==> src/rtl/ccff_loader.sv <==
// Bitstream loader: double-buffered word-to-serial converter feeding a ccff configuration chain.
// Two-edge latency from word acceptance to first chain_en; stalls hold ccff_head with chain_en low.
module ccff_loader #(
  parameter int CHAIN_LEN = 64,
  parameter int WORD_W    = 8
) (
  input  logic              prog_clk,
  input  logic              pReset,
  input  logic              start,
  input  logic [WORD_W-1:0] word_in,
  input  logic              word_valid,
  output logic              word_ready,
  output logic              ccff_head,
  output logic              chain_en,
  input  logic              ccff_tail,
  output logic              busy,
  output logic              done,
  output logic              tail_parity
);

  localparam int NWORDS = (CHAIN_LEN + WORD_W - 1) / WORD_W;
  localparam int CNT_W  = $clog2(CHAIN_LEN + 1);
  localparam int WC_W   = $clog2(NWORDS + 1);
  localparam int SC_W   = $clog2(WORD_W + 1);
  localparam logic [CNT_W-1:0] BITS_TOTAL = CNT_W'(CHAIN_LEN);
  localparam logic [WC_W-1:0]  WORDS_MAX  = WC_W'(NWORDS);

  typedef enum logic [1:0] {IDLE, LOAD, DONE} state_t;

  state_t            state, state_nxt;
  logic [WORD_W-1:0] hold_dat, shift_dat;
  logic              hold_vld;
  logic [SC_W-1:0]   shift_cnt;
  logic [WC_W-1:0]   words_acc;
  logic [CNT_W-1:0]  issue_cnt;
  logic [CNT_W-1:0]  bit_cnt;
  logic              begin_load, accept, issue, from_shift, hold_take, last_bit;

  always_comb begin
    begin_load = start && (state != LOAD);
    word_ready = (state == LOAD) && !hold_vld && (words_acc < WORDS_MAX);
    accept     = word_valid && word_ready;
    from_shift = (shift_cnt != '0);
    issue      = (state == LOAD) && (issue_cnt < BITS_TOTAL) && (from_shift || hold_vld);
    // Hold is drained either straight to the head (shift empty) or as a refill behind the last shift bit.
    hold_take  = issue && (!from_shift || (shift_cnt == SC_W'(1) && hold_vld));
    last_bit   = chain_en && (bit_cnt == BITS_TOTAL - CNT_W'(1));
    busy       = (state == LOAD);
    done       = (state == DONE);
  end

  always_comb begin
    state_nxt = state;
    case (state)
      IDLE:    if (start) state_nxt = LOAD;
      LOAD:    if (last_bit) state_nxt = DONE;
      DONE:    if (start) state_nxt = LOAD;
      default: state_nxt = IDLE;
    endcase
  end

  always_ff @(posedge prog_clk or negedge pReset) begin
    if (!pReset) state <= IDLE;
    else         state <= state_nxt;
  end

  always_ff @(posedge prog_clk or negedge pReset) begin
    if (!pReset) begin
      hold_dat    <= '0;
      hold_vld    <= 1'b0;
      shift_dat   <= '0;
      shift_cnt   <= '0;
      words_acc   <= '0;
      issue_cnt   <= '0;
      bit_cnt     <= '0;
      ccff_head   <= 1'b0;
      chain_en    <= 1'b0;
      tail_parity <= 1'b0;
    end else if (begin_load) begin
      hold_dat    <= '0;
      hold_vld    <= 1'b0;
      shift_dat   <= '0;
      shift_cnt   <= '0;
      words_acc   <= '0;
      issue_cnt   <= '0;
      bit_cnt     <= '0;
      chain_en    <= 1'b0;
      tail_parity <= 1'b0;
    end else begin
      chain_en <= issue;
      if (issue) begin
        ccff_head <= from_shift ? shift_dat[WORD_W-1] : hold_dat[WORD_W-1];
        issue_cnt <= issue_cnt + CNT_W'(1);
      end

      if (issue && from_shift) begin
        if (hold_take) begin
          shift_dat <= hold_dat;
          shift_cnt <= SC_W'(WORD_W);
        end else begin
          shift_dat <= shift_dat << 1;
          shift_cnt <= shift_cnt - SC_W'(1);
        end
      end else if (issue) begin
        shift_dat <= hold_dat << 1;
        shift_cnt <= SC_W'(WORD_W - 1);
      end

      // accept needs an empty hold and hold_take a full one, so they never coincide.
      if (accept) begin
        hold_dat  <= word_in;
        hold_vld  <= 1'b1;
        words_acc <= words_acc + WC_W'(1);
      end else if (hold_take) begin
        hold_vld  <= 1'b0;
      end

      if (chain_en) begin
        tail_parity <= tail_parity ^ ccff_tail;
        if (bit_cnt != BITS_TOTAL) bit_cnt <= bit_cnt + CNT_W'(1);
      end
    end
  end

endmodule
==> config.mk <==
export PLATFORM = sky130hd
export DESIGN_NAME = ccff_loader
export DESIGN_NICKNAME = d
export VERILOG_FILES = /design/src/rtl/ccff_loader.sv
export SDC_FILE = /design/constraint.sdc
export NUM_CORES = 1
export LEC_CHECK = 0
export BUFFER_PORTS_ARGS = -buffer_cell sky130_fd_sc_hd__buf_2
export CORE_UTILIZATION = 40
export CTS_CLUSTER_SIZE = 8
export DETAILED_ROUTE_END_ITERATION = 7
export SLEW_MARGIN = 0
export SYNTH_ARGS = -nofsm -noshare
export SYNTH_HDL_FRONTEND = slang
export SYNTH_SLANG_ARGS = --single-unit
==> constraint.sdc <==
create_clock -name prog_clk -period 5.4 [get_ports prog_clk]
set_input_delay 0.27 -clock prog_clk [delete_from_list [all_inputs] [get_ports prog_clk]]
set_output_delay 0.27 -clock prog_clk [all_outputs]
set_load 0.02 [all_outputs]
Word-level counts from Yosys, hierarchy flattened
Index checks and enable logic that the tools add are counted.
{"block": "totals", "reg_bits": 44, "in_bits": 13, "out_inout_bits": 6, "elab_cells": 80}
{"block": "op_classes", "n_addsub": 4, "n_lt_le_gt_ge": 2, "n_eq_ne": 8, "muxes": 27, "bitwise": 2, "reduce_logical": 26}
{"op": "two-way mux 8 bit", "n": 6}
{"op": "two-way mux 7 bit", "n": 5}
{"op": "two-way mux 4 bit", "n": 6}
{"op": "adder 7 x 1 -> 7 bit, second input constant", "n": 2}
{"op": "logical AND 1 bit", "n": 10}
{"op": "nonzero test 2 bit", "n": 4}
{"op": "equality test 7 x 6 -> 1 bit, second input constant", "n": 1}
{"op": "less-than comparator 7 bit, second input constant", "n": 1}
{"op": "two-way mux 1 bit", "n": 7}
{"op": "!= test 7 bit, second input constant", "n": 1}
{"op": "!= test 2 x 1 -> 1 bit, second input constant", "n": 3}
{"op": "AND reduction 2 bit", "n": 3}
{"op": "nonzero test 3 bit", "n": 2}
{"op": "adder 4 x 1 -> 4 bit, second input constant", "n": 1}
{"op": "equality test 4 x 1 -> 1 bit, second input constant", "n": 1}
{"op": "less-than comparator 4 bit, second input constant", "n": 1}
{"op": "two-way mux 2 bit", "n": 2}
{"op": "case mux 2 bit (2 select lines)", "n": 1}
{"op": "nonzero test 4 bit", "n": 1}
{"op": "subtractor 4 x 1 -> 4 bit, second input constant", "n": 1}
{"op": "equality test 2 x 1 -> 1 bit, second input constant", "n": 1}
{"op": "equality test 2 bit, second input constant", "n": 1}
{"op": "logical NOT 1 bit", "n": 2}
{"op": "logical NOT 2 bit", "n": 1}
{"op": "4 further kinds", "n": 5}

Depth between registers and ports, before layout
{"block": "logic_depth", "depth_word": 7, "mapped_depth": 8, "ltp_nobuf": 7}

Least setup slack after synthesis
OpenSTA, ideal clock, no wires.
{"block": "synth_timing", "path_kind": "reg2reg", "start": "reg hold_vld", "end": "reg hold_dat[0]", "t_arrival_ns": 1.798, "slack_ns": 3.486, "stages_incl_launch_ff": 6, "cell_sequence": "dfrtp_1 nor4b_1 nand2_1 buf_2 nand3_1 nand2_1"}
{"block": "synth_via", "elab_chain_cells": 5}
{"item": "start, declared", "line": "32", "source": "logic hold_vld;"}
{"item": "start signal, assigned", "line": "70", "source": "hold_vld <= 1'b0;"}
{"item": "start signal, assigned", "line": "81", "source": "hold_vld <= 1'b0;"}
{"item": "start signal, assigned", "line": "112", "source": "hold_vld <= 1'b1;"}
{"item": "logical NOT 1 bit", "line": "41", "source": "word_ready = (state == LOAD) && !hold_vld && (words_acc < WORDS_MAX);"}
{"item": "logical AND 1 bit (2 in series)", "line": "41"}
{"item": "via word_ready", "line": "12", "source": "output logic word_ready,"}
{"item": "logical AND 1 bit", "line": "42", "source": "accept = word_valid && word_ready;"}
{"item": "nonzero test 2 bit (no source line)"}
{"item": "end signal, assigned", "line": "111", "source": "hold_dat <= word_in;"}
{"item": "end, declared", "line": "31", "source": "logic [WORD_W-1:0] hold_dat, shift_dat;"}
The timed path passes the listed nets, and every way through them passes these cells.
A chain may end at the register's enable or synchronous reset.

Final worst setup path
{"block": "layout_timing", "start": "reg shift_cnt[0]", "end": "reg shift_dat[0]"}
{"block": "layout_via", "elab_chain_cells": 7}
{"item": "start, declared", "line": "33", "source": "logic [SC_W-1:0] shift_cnt;"}
{"item": "start signal, assigned", "line": "99", "source": "shift_cnt <= SC_W'(WORD_W);"}
{"item": "start signal, assigned", "line": "102", "source": "shift_cnt <= shift_cnt - SC_W'(1);"}
{"item": "start signal, assigned", "line": "106", "source": "shift_cnt <= SC_W'(WORD_W - 1);"}
{"item": "equality test 4 x 1 -> 1 bit or nonzero test 4 bit (tied branches)", "line": "46, 43"}
{"item": "logical AND 1 bit, or another cell as far along", "line": "46", "source": "hold_take = issue && (!from_shift || (shift_cnt == SC_W'(1) && hold_vld));"}
{"item": "logical OR 1 bit or logical AND 1 bit (tied branches)", "line": "46, 44"}
{"item": "logical AND 1 bit", "line": "46"}
{"item": "two-way mux 8 bit", "line": "97", "source": "if (hold_take) begin"}
{"item": "two-way mux 8 bit", "line": "96", "source": "if (issue && from_shift) begin"}
{"item": "two-way mux 8 bit", "line": "79", "source": "end else if (begin_load) begin"}
{"item": "end signal, assigned", "line": "98", "source": "shift_dat <= hold_dat;"}
{"item": "end signal, assigned", "line": "101", "source": "shift_dat <= shift_dat << 1;"}
{"item": "end signal, assigned", "line": "105", "source": "shift_dat <= hold_dat << 1;"}
{"item": "end, declared", "line": "31"}
Several ways; a longest one is shown, not always the timed one.

==> run metrics <==
status=finished clean; Initial Utilization=41.60%; final wirelength=4.202 mm; Cell Area, Synth=2138 um^2; crit path max fanout=20; CTS tree=built; Worst Path Required=roughly 5.6 ns; Rows=26; endpoints failing hold=0; sequential fraction of the synthesis area=between 50% and 60%; commonest non-fill, non-tap cell in the layout=dfrtp_1; Final setup viols=0; crit share post-route=approximately 42%; Worst path max stage delay=between 0.6 and 0.7 ns; DRC=0; CTS resizes=0; Post-Syn Nets=about 230; Die Footprint=between 5000 and 6000 um^2; ys flop type=dfrtp_1; H-tree Lvls=2; PD cells=around 540 nW/um^2; total core area=5140 um^2; GP Congestion=0.7691; diode count=0; initial antenna violation count=0; postcts setup bufs=0; most frequent cells in the layout=44 x dfrtp_1, 35 x nand2_1, 18 x buf_2; post-synth top area cell=dfrtp_1; Via density=5.253; Startpoint Class=flip-flop; Post-Synthesis Cells=roughly 210; RSZ-0062 raised after global routing=no; worst skew pair latency=0.30 ns; largest net degree at the start of global routing=between 40 and 50; Worst setup EP type=flip-flop; ys async rst share=100.0%; min-delay worst type=in -> async; Finished Cell Area=around 2400 um^2; Synth top area share=about half; maximum vdd ir drop=229.3 uV; vias=1555; Synthesis Warnings=0; first-pass GRT wire length=7.072 mm; Detailed Place HPWL=around 2.8 mm; Worst R2R Start=shift_cnt[0]; wire per inst=about 14 um; share of cells above drive strength 1=between 15 and 20%; CP max stage cell=o21ai_2; GR Overflow Total=0; max-capacitance violation count=0; Arrival @ worst endpoint=2.51 ns; EDFF count, synth=0; drt first-iter violations=between 100 and 150; CP Cell Sequence=inv_1 -> ha_1 -> or3b_4 -> o21ai_2 -> inv_2 -> nor2_4 -> o2bb2ai_1; r2r setup slk=approximately 3.1 ns; Post-DRT Antenna Nets=0; Port Buffers=18; Die X=around 75 um; Placement Cell Area=about 2300 um^2; ranking of synthesized cells by area=dfrtp_1 51%, nand2_1 6.1%, mux2i_1 5.1%; post-layout net count=around 240; Fin Clk Skew=about 0.013 ns; Area Growth Syn to Fin=10.77%; CTS max path bufs=2; worst setup path category=reg -> reg; WHS=0.1234 ns; Avg Synthesized Cell Area=around 10 um^2; Synth cell types=between 40 and 50; CTS Root Cell=clkbuf_8; total leakage power=around 1.1 nW; TritonCTS Buffers=5; Final min period=2.292 ns; Ports=19; CTS clock-pin slew for the worst setup and hold paths=0.08 ns; max-slew violations=0; Sum Neg Setup Slack=0 ns; GRT Overall Usage=about 17%; Num Clock Sinks=44; vias in the first global route=approximately 1500; Least-Margin Pin Slew=~1 ns; Max-slew headroom=31.11%; Fmax achieved=around 0.44 GHz; # hold bufs at CTS=0; Pre-Repair DR Iteration Count=4; die height=around 75 um; Critical R2R Capture=shift_dat[0]; #FFs+latches synth=44; Worst Reg-to-Reg Cells=7
==> layout make-up <==
| cell class | count | area [um^2] |
|---|---|---|
| multi-input combinational | 146 | 940.9 |
| clock buffer | 6 | 72.57 |
| fill | 524 | 2771 |
| timing repair buffer | 19 | 97.59 |
| inverter | 9 | 33.78 |
| clock inverter | 2 | 35.03 |
| sequential | 44 | 1101 |
| tap | 70 | 87.58 |
==> through the flow <==
step	util, %	setup slack [ns]	power (mW)	cells
6_report	46.08	3.108	1.286	296
5_1_grt	46.08	2.918	1.392	296
4_1_cts	46.08	3.101	1.297	296
3_5_place_dp	43.99	3.116	1.043	288
3_3_place_gp	43.99	3.146	1.035	288
2_1_floorplan	-	3.486	0.9318	209
==> worst max-delay path, delay by kind of cell (launching register included) <==
| kind | cells | cell delay (ns) |
|---|---|---|
| adders and majority gates | 1 | 0.21 |
| and+or+nand+nor | 2 | 0.59 |
| AOI/OAI and AO/OA | 2 | 0.76 |
| buffers and inverters | 2 | 0.22 |
| DFF | 1 | 0.43 |
==> cells in the mapped netlist, types with 2 or more instances <==
cell and instances:
dfrtp_1 44, nand2_1 35, nand3_1 15, o21ai_0 13, mux2i_1 11, a21oi_1 8
inv_1 8, a32oi_1 7, nor2_1 7, ha_1 6, buf_2 5, a31o_2 4
nand4_1 3, o2bb2ai_1 3, o31ai_1 3, xor2_1 3, and2_1 2, buf_6 2
clkbuf_1 2, nand2b_1 2, nor3_1 2, nor4_1 2, or4_1 2
==> power by group <==
| group | switching, mW | total [mW] | internal, mW | leakage [nW] |
|---|---|---|---|---|
| Combinational | 0.250 | 0.451 | 0.202 | 0.491 |
| Clock | 0.113 | 0.250 | 0.137 | 0.0552 |
| Sequential | 0.125 | 0.584 | 0.459 | 0.559 |
==> logic make-up after synthesis <==
family          after synthesis  synth area share [%]
compound gates               46                 14.98
mux                          11                 5.149
fa+ha+maj                     6                 3.511
buf+inv                      19                 4.505
flops                        44                 51.49
simple gates                 79                 18.73
xor+xnor                      4                 1.639
==> sequential cells by signal, indices dropped and copies added, names as in the netlist <==
name,cells
bit_cnt,7
ccff_head,1
words_acc,4
hold_vld,1
state,2
issue_cnt,7
chain_en,1
tail_parity,1
shift_cnt,4
shift_dat,8
hold_dat,8
==> how the worst max path moves through the flow <==
stage / start / endpoint / slack, ns
finish: shift_cnt[0] / shift_dat[0] / 3.11
CTS: shift_cnt[0] / issue_cnt[1] / 3.10
global route: shift_cnt[0] / shift_dat[0] / 2.92
floorplan: hold_vld / hold_dat[0] / 3.49
global placement: shift_cnt[0] / issue_cnt[1] / 3.15
detailed placement: shift_cnt[0] / issue_cnt[1] / 3.12
==> layer usage <==
layer,vias up,routed length (um),track usage (%)
met3,5,104,4.150
met5,-,0,0
li1,782,-,-
met1,745,2219,25.58
met2,23,1808,23.52
met4,0,70,7.757
Power figures use the tool's default switching activity.
